### src/rtl/seg7_dec_entry.sv
// Seven-segment digit entry: decodes strobed segment codes back to BCD and
// accumulates up to two decimal digits (MSD first) into a binary value 0..99.
module seg7_dec_entry #(
    parameter bit SEG_ACTIVE_LOW = 1'b1
) (
    input  logic       clk,
    input  logic       resetn,
    input  logic [6:0] seg,
    input  logic       seg_valid,
    input  logic       clear,
    output logic [6:0] value,
    output logic [3:0] tens,
    output logic [3:0] ones,
    output logic [1:0] count,
    output logic       done,
    output logic       err,
    output logic       drop
);

    typedef enum logic [1:0] {StIdle, StOne, StFull, StErr} state_e;

    state_e     state_q, state_d;
    logic [6:0] value_q, value_d;
    logic [3:0] tens_q, tens_d;
    logic [3:0] ones_q, ones_d;
    logic [1:0] count_q, count_d;
    logic       done_q, done_d;
    logic       err_q, err_d;
    logic       drop_q, drop_d;

    logic [6:0] code;
    logic [3:0] dig;
    logic       dig_ok;
    logic       blank;
    logic [6:0] ones_ext;

    // Normalise to active-low form so one decode table serves both polarities.
    always_comb begin
        code   = SEG_ACTIVE_LOW ? seg : ~seg;
        dig    = 4'd0;
        dig_ok = 1'b1;
        blank  = 1'b0;
        case (code)
            7'h40: dig = 4'd0;
            7'h79: dig = 4'd1;
            7'h24: dig = 4'd2;
            7'h30: dig = 4'd3;
            7'h19: dig = 4'd4;
            7'h12: dig = 4'd5;
            7'h02: dig = 4'd6;
            7'h78: dig = 4'd7;
            7'h00: dig = 4'd8;
            7'h10: dig = 4'd9;
            7'h7F: begin
                dig_ok = 1'b0;
                blank  = 1'b1;
            end
            default: dig_ok = 1'b0;
        endcase
    end

    assign ones_ext = {3'b000, ones_q};

    always_comb begin
        state_d = state_q;
        value_d = value_q;
        tens_d  = tens_q;
        ones_d  = ones_q;
        drop_d  = 1'b0;

        if (clear) begin
            state_d = StIdle;
            value_d = 7'd0;
            tens_d  = 4'd0;
            ones_d  = 4'd0;
        end else if (seg_valid) begin
            unique case (state_q)
                StIdle: begin
                    if (dig_ok) begin
                        ones_d  = dig;
                        tens_d  = 4'd0;
                        value_d = {3'b000, dig};
                        state_d = StOne;
                    end else if (!blank) begin
                        state_d = StErr;
                    end
                end
                StOne: begin
                    if (dig_ok) begin
                        tens_d  = ones_q;
                        ones_d  = dig;
                        value_d = (ones_ext << 3) + (ones_ext << 1) + {3'b000, dig};
                        state_d = StFull;
                    end else if (!blank) begin
                        state_d = StErr;
                    end
                end
                StFull:  drop_d = 1'b1;
                StErr:   ;
                default: state_d = StIdle;
            endcase
        end
    end

    // Status flags follow the next state; count holds its last value in StErr.
    always_comb begin
        count_d = count_q;
        done_d  = 1'b0;
        err_d   = 1'b0;
        unique case (state_d)
            StIdle:  count_d = 2'd0;
            StOne:   count_d = 2'd1;
            StFull: begin
                count_d = 2'd2;
                done_d  = 1'b1;
            end
            StErr:   err_d = 1'b1;
            default: count_d = 2'd0;
        endcase
    end

    always_ff @(posedge clk) begin
        if (!resetn) begin
            state_q <= StIdle;
            value_q <= 7'd0;
            tens_q  <= 4'd0;
            ones_q  <= 4'd0;
            count_q <= 2'd0;
            done_q  <= 1'b0;
            err_q   <= 1'b0;
            drop_q  <= 1'b0;
        end else begin
            state_q <= state_d;
            value_q <= value_d;
            tens_q  <= tens_d;
            ones_q  <= ones_d;
            count_q <= count_d;
            done_q  <= done_d;
            err_q   <= err_d;
            drop_q  <= drop_d;
        end
    end

    assign value = value_q;
    assign tens  = tens_q;
    assign ones  = ones_q;
    assign count = count_q;
    assign done  = done_q;
    assign err   = err_q;
    assign drop  = drop_q;

endmodule
### config.mk
export PLATFORM = sky130hd
export DESIGN_NAME = seg7_dec_entry
export DESIGN_NICKNAME = d
export VERILOG_FILES = /design/src/rtl/seg7_dec_entry.sv
export SDC_FILE = /design/constraint.sdc
export NUM_CORES = 1
export LEC_CHECK = 0
export CAP_MARGIN = 40
export CORE_MARGIN = 3
export CORE_UTILIZATION = 66
export DETAILED_ROUTE_END_ITERATION = 8
export DONT_BUFFER_PORTS = 1
export GPL_TIMING_DRIVEN = 0
export MAX_ROUTING_LAYER = met4
export PLACE_DENSITY = 0.82
export SYNTH_ARGS = -nofsm -noshare
export SYNTH_HDL_FRONTEND = slang
export SYNTH_SLANG_ARGS = --single-unit
### constraint.sdc
create_clock -name clk -period 4.34 [get_ports clk]
set_input_delay 0.868 -clock clk [delete_from_list [all_inputs] [get_ports clk]]
set_output_delay 0.868 -clock clk [all_outputs]
set_load 0.05 [all_outputs]
==> out/results.tsv <==
metric	value	unit
Crit. path cell count	13	
count of pins over their slew limit	0	
Top-Level Pins	31	
worst-path fanout max	9	
post-synthesis simple-gate area fraction	0.246	
vias per inst	6.05	
status	completed	
hold_buf cts	0	
remaining antenna violation count after routing	0	
FMAX	316	MHz
Vias	1101	
adder-cell share of the synthesized area	0.0987	
FF-to-FF setup slack	1.70	ns
Layout Utilization	0.755	
Setup-failing EPs final	0	
top-count cell post-synth	nand2_1	
Main synth FF type	dfxtp_1	
vias in the first global route	1060	
worst min path class	reg2reg	
top cell type by total area after synthesis	dfxtp_1	
Layout Nets	179	
VDD IR max	205	uV
Post-Synth XOR/XNOR Area	0.0203	
worst reg2reg path endpoint	value[6]$_SDFFE_PP0P_	
Filler cells	136	
leakage power	0.575	nW
grt ovf	0	
GPL Wtd Cong	0.841	
skew final	0.00103	ns
relative slew slack	0.556	
H-tree level count	1	
hold wc startpoint	state_q[1]$_SDFF_PN0_	
largest net degree at the start of global routing	12	
Num CTS Buffers	3	
ANT cells	0	
CTS Sinks	22	
Crit. Startpoint	seg[1]	
YS warnings	0	
drt pass-1 iters	4	
Detailed Place HPWL	2040	um
post-cts resize count	0	
mux cell area share after synthesis	0.0852	
Hold Crit Depth	2	
ys async rst share	0	
syn_area_per_cell	8.39	um2
clock input transition at the sequential cells of the worst setup and hold paths	0.11	ns
routing usage on met1	0.278	
drt drc	0	
Final Hold Fails	0	
number of synthesized register bits	22	
worst path buffer plus inverter count	2	
1st-iter DRT viols	42	
CP max stage delay	0.56	ns
period utilisation layout	0.729	
final wirelength	2660	um
GRT busiest layer	met2	
Post-CTS Setup Bufs	0	
Period minus WS final	3.17	ns
CP required	4.57	ns
FF-to-FF Start	ones[0]$_SDFFE_PP0P_	
Synth Area in Compound Gates	0.159	
Syn Inst Count	154	
setup TNS	0	ns
worst reg-to-reg path cell count	8	
Max Buffers Root-to-Sink	2	
critical path type	in2reg	
M3 GR Usage	0.0534	
post-synth top area share	0.341	
Crit path max-delay family	adder cells	
pwr dens	253	nW/um2
clk root buf	clkbuf_4	
Die Y	50.3	um
Worst-Skew Late Latency	0.30	ns
most used cell, CP	ha_1	
Initial Util	0.725	
layout cell share with drive strength beyond 1	0.0446	
M2 GR Usage	0.365	
footprint of the multi-input gates	787	um2
total of max-cap violations	0	
combinational family with the most area after synthesis	simple AND/OR/NAND/NOR gates	
initial antenna violation count	0	
Slowest-stage cell, CP	o41ai_1	
Post-synth EDFFs	0	
die area	2530	um2
unique cell type count in the Yosys netlist	40	
CP Launch Type	input port	
FP Rows	15	
CTS tree	built	
worst setup path endpoint	value[6]$_SDFFE_PP0P_	
RSZ-0062 raised after global routing	no	
Syn Nets	174	
largest cells by area after synthesis	dfxtp_1 (34%), mux2i_1 (8.5%), nand2_1 (7.0%)	
average wire per standard cell	14.6	um
crit path DAT	3.40	ns
mapped cell area	1290	um2
first-pass GRT wire length	4420	um
total track usage	0.228	
Seq/Total Area, Yosys	0.341	
Core Box Area	1780	um2
Least-Margin Pin Slew	0.658	ns
synth cell count leaders	nand2_1 (24), dfxtp_1 (22), nor2_1 (12)	
Area Overhead vs Synth	4.16	%
input/output buffers	0	
Worst setup EP type	flop	
DIE WIDTH	50.3	um
crit-path cells	buf_2 -> and3b_1 -> a22oi_1 -> o41ai_1 -> ha_1 -> ha_1 -> inv_1 -> fa_1 -> nor2b_1 -> o21a_1 -> nor3_1 -> nand3b_1 -> mux2i_1	
FF/Latch Area	440	um2
## flip-flops by register name, summed over array words and instances (netlist names)
signal and cells:
drop 1, value 7, err 1, ones 4
state_q 2, count 2, done 1, tens 4
## cell type report
class | count | area share
inverters | 10 | 0.0279
well taps | 25 | 0.0232
clock buffers | 3 | 0.0167
multi-input cells | 117 | 0.585
plain buffers | 5 | 0.0204
flip-flops and latches | 22 | 0.327
## cell usage in the layout (no fill, tap or decap), types with 3 or more instances in the layout
| master | count |
|---|---|
| nand2_1 | 24 |
| dfxtp_1 | 22 |
| nor2_1 | 12 |
| mux2i_1 | 11 |
| inv_1 | 10 |
| o21ai_0 | 8 |
| ha_1 | 7 |
| nor3_1 | 6 |
| a21oi_1 | 5 |
| nand2b_1 | 4 |
| nor3b_1 | 4 |
| nor2b_1 | 3 |
| clkbuf_1 | 3 |
| a211oi_1 | 3 |
| clkbuf_4 | 3 |
## metal layers
metal / share of wire / up-vias
li1: - / 547
met1: 0.47 / 517
met2: 0.47 / 33
met3: 0.054 / 4
met4: 0.0064 / 0
met5: 0 / -
## cells by family (layout without fill, tap and decap cells)
group,Yosys count,after routing
compound gates,30,30
mux,11,11
simple gates,64,64
buf+inv,15,18
flops,22,22
fa+ha+maj,9,9
xor+xnor,3,3
## worst reg2reg max path: stages, from the launching register on
cell and delay [ns]:
dfxtp_1 0.72, inv_1 0.19, fa_1 0.55, fa_1 0.47, nor2b_1 0.14, o21a_1 0.14
nor3_1 0.04, nand3b_1 0.18, mux2i_1 0.14
## per-stage QoR
stage | hold WS [ns] | power, mW | area, um2 | cells | setup slack, ns
6_report | 0.547 | 0.340 | 1350 | 182 | 1.17
3_5_place_dp | 0.519 | 0.257 | 1320 | 179 | 0.959
5_1_grt | 0.568 | 0.356 | 1350 | 182 | 1.08
3_3_place_gp | 0.520 | 0.255 | 1320 | 179 | 0.985
2_1_floorplan | 0.480 | 0.250 | 1290 | 154 | 1.21
4_1_cts | 0.543 | 0.344 | 1350 | 182 | 1.25
## worst min-delay path by stage
stage / endpoint / slack, ns
finish: drop$_SDFF_PP0_ / 0.55
CTS: drop$_SDFF_PP0_ / 0.54
global route: drop$_SDFF_PP0_ / 0.57
floorplan: drop$_SDFF_PP0_ / 0.48
detailed placement: drop$_SDFF_PP0_ / 0.52
global placement: drop$_SDFF_PP0_ / 0.52
## where the power goes
group | switching [mW] | leakage (nW) | internal [mW]
Clock | 0.0553 | 0.0138 | 0.0324
Combinational | 0.0228 | 0.383 | 0.0148
Sequential | 0.0102 | 0.178 | 0.205
(Power assumes the default switching activity.)
